==> src/rtl/squarer_rr_scheduler.sv <==
// Round-robin front end sharing one shift-add squaring engine among N_REQ clients.
// A granted operand is squared over WIDTH cycles and returned tagged with its owner id.
//
// state | meaning
// IDLE  | waiting for any req; picks the winner from ptr upward
// CALC  | one partial product per edge, bit k = 0..WIDTH-1
// DONE  | result_valid pulse cycle, req ignored
module squarer_rr_scheduler #(
    parameter int N_REQ = 4,
    parameter int WIDTH = 4,
    parameter int ID_W  = 2
) (
    input  logic                     clk,
    input  logic                     rst,
    input  logic [N_REQ-1:0]         req,
    input  logic [N_REQ*WIDTH-1:0]   operand,
    output logic [N_REQ-1:0]         gnt,
    output logic                     busy,
    output logic                     result_valid,
    output logic [ID_W-1:0]          result_id,
    output logic [2*WIDTH-1:0]       result
);

    localparam int CNT_W = (WIDTH > 1) ? $clog2(WIDTH) : 1;
    localparam int RW    = 2 * WIDTH;

    typedef enum logic [1:0] {IDLE, CALC, DONE} state_t;

    state_t            state_q;
    logic [ID_W-1:0]   ptr_q;
    logic [ID_W-1:0]   id_q;
    logic [ID_W-1:0]   result_id_q;
    logic [WIDTH-1:0]  op_q;
    logic [RW-1:0]     acc_q;
    logic [RW-1:0]     result_q;
    logic [CNT_W-1:0]  cnt_q;
    logic [N_REQ-1:0]  gnt_q;
    logic              result_valid_q;

    logic              found_d;
    logic [ID_W-1:0]   winner_d;
    logic [ID_W-1:0]   ptr_d;
    logic [RW-1:0]     acc_d;
    logic [WIDTH-1:0]  op_arr [N_REQ];

    for (genvar g = 0; g < N_REQ; g++) begin : g_op_split
        assign op_arr[g] = operand[g*WIDTH +: WIDTH];
    end

    // Rotating priority search starting at ptr_q, wrapping modulo N_REQ.
    always_comb begin
        int idx;
        idx      = 0;
        found_d  = 1'b0;
        winner_d = '0;
        for (int i = 0; i < N_REQ; i++) begin
            idx = (int'(ptr_q) + i) % N_REQ;
            if (!found_d && req[ID_W'(idx)]) begin
                found_d  = 1'b1;
                winner_d = ID_W'(idx);
            end
        end
        ptr_d = ID_W'((int'(winner_d) + 1) % N_REQ);
    end

    always_comb begin
        acc_d = acc_q;
        if (op_q[cnt_q]) begin
            acc_d = acc_q + (RW'(op_q) << cnt_q);
        end
    end

    always_ff @(posedge clk) begin
        if (rst) begin
            state_q        <= IDLE;
            ptr_q          <= '0;
            id_q           <= '0;
            result_id_q    <= '0;
            op_q           <= '0;
            acc_q          <= '0;
            result_q       <= '0;
            cnt_q          <= '0;
            gnt_q          <= '0;
            result_valid_q <= 1'b0;
        end else begin
            gnt_q          <= '0;
            result_valid_q <= 1'b0;
            case (state_q)
                IDLE: begin
                    if (found_d) begin
                        op_q    <= op_arr[winner_d];
                        id_q    <= winner_d;
                        gnt_q   <= N_REQ'(1) << winner_d;
                        ptr_q   <= ptr_d;
                        acc_q   <= '0;
                        cnt_q   <= '0;
                        state_q <= CALC;
                    end
                end
                CALC: begin
                    acc_q <= acc_d;
                    cnt_q <= cnt_q + CNT_W'(1);
                    if (cnt_q == CNT_W'(WIDTH - 1)) begin
                        result_q       <= acc_d;
                        result_valid_q <= 1'b1;
                        result_id_q    <= id_q;
                        state_q        <= DONE;
                    end
                end
                DONE: begin
                    state_q <= IDLE;
                end
                default: begin
                    state_q <= IDLE;
                end
            endcase
        end
    end

    assign gnt          = gnt_q;
    assign busy         = (state_q != IDLE);
    assign result_valid = result_valid_q;
    assign result_id    = result_id_q;
    assign result       = result_q;

endmodule
==> config.mk <==
export PLATFORM = sky130hd
export DESIGN_NAME = squarer_rr_scheduler
export DESIGN_NICKNAME = d
export VERILOG_FILES = /design/src/rtl/squarer_rr_scheduler.sv
export SDC_FILE = /design/constraint.sdc
export NUM_CORES = 1
export LEC_CHECK = 0
export CAP_MARGIN = 20
export CORE_MARGIN = 8
export CORE_UTILIZATION = 42
export CTS_BUF_LIST = sky130_fd_sc_hd__clkbuf_8 sky130_fd_sc_hd__clkbuf_16
export CTS_CLUSTER_DIAMETER = 120
export DETAILED_ROUTE_END_ITERATION = 8
export PLACE_DENSITY = 0.67
export SYNTH_ARGS = -nofsm -noshare
export SYNTH_HDL_FRONTEND = slang
export SYNTH_SLANG_ARGS = --single-unit
==> constraint.sdc <==
create_clock -name clk -period 3.6 [get_ports clk]
set_input_delay 0.36 -clock clk [delete_from_list [all_inputs] [get_ports clk]]
set_output_delay 0.36 -clock clk [all_outputs]
set_load 0.01 [all_outputs]
==> Word-level counts from Yosys, hierarchy flattened <==
Cells that the tools add are included.
{ "word_totals": {"reg_bits": 35, "latchBits": 0, "mem_bits_rw": 0, "mem_bits_ro": 0, "output_inout_bits": 16, "elab_cells": 81, "n_memories": 0} }
{ "classes": {"n_addsub": 6, "mul": 0, "n_div": 0, "n_lt_le_gt_ge": 6, "n_eq_ne": 4, "n_shift": 2, "muxes": 34, "n_bitwise": 4, "reduce_logical": 15} }
{ "op_table": {"columns": ["cell", "n"], "rows": [
  ["2-bit by 4-bit < comparator with 1-bit output, second input constant", 4],
  ["8-bit two-way mux", 2],
  ["8-bit one-hot mux with 2 select lines", 1],
  ["1-bit two-way mux", 14],
  ["2-bit two-way mux", 7],
  ["1-bit binary-select mux with 2-bit select", 5],
  ["8-bit adder", 1],
  ["4-bit binary-select mux with 2-bit select", 1],
  ["4-bit two-way mux", 2],
  ["2-bit one-hot mux with 2 select lines", 2],
  ["2-bit AND reduction", 4],
  ["4-bit by 2-bit << shifter with 8-bit output", 1],
  ["2-bit by 1-bit adder with 2-bit output, second input constant", 3],
  ["2-bit adder, second input constant", 2],
  ["2-bit != test, second input constant", 2],
  ["2-bit nonzero test", 2],
  ["1-bit by 2-bit << shifter with 4-bit output, first input constant", 1],
  ["3-bit greater-or-equal comparator, second input constant", 1],
  ["1-bit logical AND", 3],
  ["1-bit logical NOT", 3],
  ["2-bit by 3-bit < comparator with 1-bit output, second input constant", 1],
  ["1-bit inverter", 3],
  ["2-bit inverter with 3-bit output", 1],
  ["3-bit OR reduction", 1],
  ["4 further kinds", 4]
]} }

==> Longest topological paths before layout <==
{ "depth": {"word_depth": 17, "depth_mapped": 10, "depth_no_buf": 9} }

==> Worst setup path before layout <==
Ideal clock, no wire load.
{ "synth_path": {"kind": "reg2reg", "from": "register cnt_q[0]", "to": "register acc_q[6]", "t_arrival_ps": 2257, "required_time_ps": 3508, "path_slack_ps": 1251, "stages_incl_launch_ff": 11, "path_buffers": 1, "cell_sequence": "dfxtp_1 -> clkbuf_1 -> nor3b_1 -> ha_1 -> inv_1 -> fa_1 -> nand2b_1 -> a21oi_1 -> nor2_1 -> o311a_1 -> o32ai_1"} }
{ "synth_via": {"elab_chain_cells": 4, "word_cells_on_any_way": 6} }
{ "synth_rtl": {"columns": ["element", "line_no", "text"], "rows": [
  ["start: declaration", "36", "logic [CNT_W-1:0] cnt_q;"],
  ["start signal: assignment", "102", "cnt_q <= cnt_q + CNT_W'(1);"],
  ["4-bit by 2-bit << shifter with 8-bit output / 1-bit binary-select mux with 2-bit select (equally long branches)", "69, 68", null],
  ["8-bit adder / 1-bit two-way mux (equally long branches)", "69, 68", null],
  ["8-bit two-way mux *", "68", "if (op_q[cnt_q]) begin"],
  ["8-bit one-hot mux with 2 select lines *", "88", "case (state_q)"],
  ["end signal: assignment", "80", "acc_q <= '0;"],
  ["end signal: assignment", "95", "acc_q <= '0;"],
  ["end signal: assignment", "101", "acc_q <= acc_d;"],
  ["end: declaration", "34", "logic [RW-1:0] acc_q;"]
]} }
Every way passes the cells marked *; elsewhere a longest branch is shown, timed or not. The select of a mux whose other input is x is not followed.
A chain may end at the register's enable or synchronous reset.

==> Worst setup path in the final report <==
Ends and elaborated chain as after synthesis.

==> results.py <==
metrics = {
    "drt": {
        "wl_per_cell_microns": 14.2,
        "drtPass1Iterations": 4,
        "drc": 0,
        "wl_microns": 4440,
        "routed.top_layer": "met4",
        "dr_wl_met3_microns": 351,
        "drt_iter0_markers": 127,
        "met1_length_microns": 2080,
        "route.met2.wl_microns": 1930,
        "via_count": 1674,
        "routed_via_density": 5.37,
        "postRouteAntennaNets": 0,
    },
    "worst_setup_path": {
        "r2r_slack_ps": 970,
        "required_ps": 3800,
        "cp_num_buf_inv": 0,
        "reg2reg_to": "acc_q[6]",
        "crit_slowest_cell": "dfxtp_1",
        "cp-end-kind": "register",
        "critical_path_class": "register to register",
        "worstSetupStartpoint": "cnt_q[0]",
        "crit_fanout": 14,
        "cp-start-kind": "register",
        "cp.arrival_ps": 2830,
        "rr_startpoint": "cnt_q[0]",
        "crit_family": "compound AO/OA/AOI/OAI gates",
        "worstPathCellList": "mux2i_1 > or2_2 > fa_1 > nand2b_1 > a21oi_1 > nor2_1 > o311a_1 > o32ai_1",
        "reg2reg_depth": 8,
        "slowest_delay_ps": 610,
    },
    "synth": {
        "synth_edf_count": 0,
        "synth_ff_type": "dfxtp_1",
        "async_reset_ff_share_pct": 0,
        "synth_cell_types": 47,
        "yosysTopAreaCellShare_pct": 37.0,
        "yosysTopAreaCell": "dfxtp_1",
        "synth.most_common_cell": "dfxtp_1",
        "synth_cells": 225,
        "syn_area_per_cell_sq_um": 8.41,
        "seq_area_frac_synth_pct": 37.0,
        "ys_warn_count": 0,
        "synth_nets": 256,
        "synth_common_cells": "dfxtp_1 (35), nor2_1 (24), nand2_1 (21), a21oi_1 (20), mux2i_1 (14)",
        "syn_area_sq_mm": 0.00189,
        "synth-seq-cells": 35,
        "synthTopCellsByArea": "dfxtp_1 (37%), mux2i_1 (7.4%), a21oi_1 (5.3%)",
    },
    "grt": {
        "grt-ovfl-total": 0,
        "grt_start_max_net_pins": 15,
        "grt_pass1_wl_microns": 7520,
        "antenna_found_initial": 0,
        "grtUsageTotal_pct": 12.9,
        "grt_pass1_vias": 1635,
    },
    "floorplan": {
        "core_sq_mm": 0.00435,
        "initial_core_util_pct": 43.5,
        "die-area_sq_mm": 0.00691,
        "row_count": 24,
        "io_pins": 38,
        "fp.dieW_microns": 83.1,
        "die_h_microns": 83.1,
    },
    "clock_tree": {
        "clock_latency_ps": 290,
        "post_cts_resized": 0,
        "cts_setup_buffers": 0,
        "htree_levels": 2,
        "cts_tree": "yes",
        "clock-sinks": 35,
        "postCtsHoldBufs": 0,
        "cts_made_buffers": 5,
        "clock_path_buffers": 2,
        "cts.clk_slew.worst_paths_ps": 70,
        "root_buffer": "clkbuf_8",
    },
    "final_layout": {
        "area_growth_pct": 25.1,
        "diodes": 0,
        "num-fill-cells": 413,
        "final_core_util_pct": 54.4,
        "layout-drive-gt1-share_pct": 5.77,
        "nets": 292,
        "layoutNonFillerInstCount": 312,
    },
    "sta": {
        "fin_crit_sh_pct": 73.0,
        "finalHoldViolations": 0,
        "worstMarginPinSlew_ps": 682,
        "finalSetupViolations": 0,
        "tns_ps": 0,
        "grt_setup_unrepaired": "false",
        "relSlewSlack_pct": 54.5,
        "slew_violations": 0,
        "skew_ps": 11.1,
        "fmax_ghz": 0.380,
        "post-route-min-period_ps": 2630,
    },
    "placed_design": {
        "port-buffer-count": 37,
        "dpl.cell_count": 306,
        "gp_congestion": 0.885,
        "dp_hpwl_microns": 3330,
    },
    "min_path": {
        "min_to": "result[1]",
        "hp-class": "register to register",
        "hold_start": "result[1]",
        "holdPathStages": 2,
    },
    "pwr": {
        "power.density_mw_per_mm2": 379,
        "peakVddDrop_uv": 210,
        "p_leak_nw": 0.898,
    },
    "flow_run": {
        "maxCapViolCount": 0,
    },
    "run_status": {
        "status": "complete, no violations",
    },
}
## registers in the layout (all words and copies together) (netlist names), 2 cells and up
| name | cells |
|---|---|
| acc_q | 8 |
| result | 8 |
| gnt | 4 |
| op_q | 4 |
| cnt_q | 2 |
| id_q | 2 |
| ptr_q | 2 |
| result_id | 2 |
| state_q | 2 |
## worst max path at each step
stage	endpoint	depth (start not counted)	slack, ps
2_1_floorplan	acc_q[6]	10	1250
3_5_place_dp	acc_q[6]	8	1010
3_3_place_gp	acc_q[6]	8	1100
6_report	acc_q[6]	8	970
5_1_grt	result[7]	9	760
4_1_cts	acc_q[6]	8	990
## cell type report
type | count | area [sq um] | area share (%)
multi-input combinational | 169 | 1100 | 46.4
sequential | 35 | 701 | 29.6
timing repair buffer | 39 | 385 | 16.3
clock buffer | 5 | 68.8 | 2.91
tap | 52 | 65.1 | 2.75
inverter | 11 | 41.3 | 1.74
clock inverter | 1 | 7.51 | 0.317
## through the flow
step                      power, mW  area [sq um]  worst slack, ps  hold WS, ps
after floorplan               0.576          1890             1250          432
after global placement        0.636          2290             1100          442
after detailed placement      0.637          2290             1010          448
after CTS                     0.906          2370              987          458
after global routing          0.945          2370              764          477
final                         0.898          2370              970          451
## cells by family after synthesis
kind of cell / synth area share, %
AO/OA/AOI/OAI: 18.8
XOR/XNOR: 2.31
adder cells (fa/ha/maj): 6.35
buffers and inverters: 4.89
flip-flops: 37.0
multiplexers: 9.19
AND/OR/NAND/NOR: 21.5
## cell usage in the layout, fill, tap and decap left out, drive strengths merged, types with 2 or more instances in the layout
cell type,instances
o21ai,11
nand2,21
a211oi,3
nand2b,7
or2,4
clkbuf,5
o211ai,2
dfxtp,35
ha,8
a22oi,3
xnor2,2
nor3,3
mux2i,14
nand3,8
buf,2
o221ai,4
a31oi,2
or3,2
o211a,2
clkdlybuf4s50,37
nand4,2
and2,2
inv,11
nor2b,6
nor2,25
xor2,3
a21oi,20
## worst reg2reg max path, delay by kind of cell, from the launching register on
| kind | cells | cell delay [ps] |
|---|---|---|
| flops | 1 | 610 |
| fa+ha+maj | 1 | 450 |
| mux | 1 | 140 |
| compound gates | 3 | 780 |
| simple gates | 3 | 550 |
## where the power goes
group,internal (mW),switching (mW),total [mW]
sequential,0.408,0.0213,0.429
clock,0.128,0.140,0.269
combinational,0.0962,0.103,0.200
total,0.633,0.265,0.898
## metal layers
metal	global-route usage, %	vias up
met5	0	-
met4	4.47	0
met3	5.96	9
met2	19.4	49
met1	15.8	745
li1	-	871
Power figures use the tool's default switching activity.
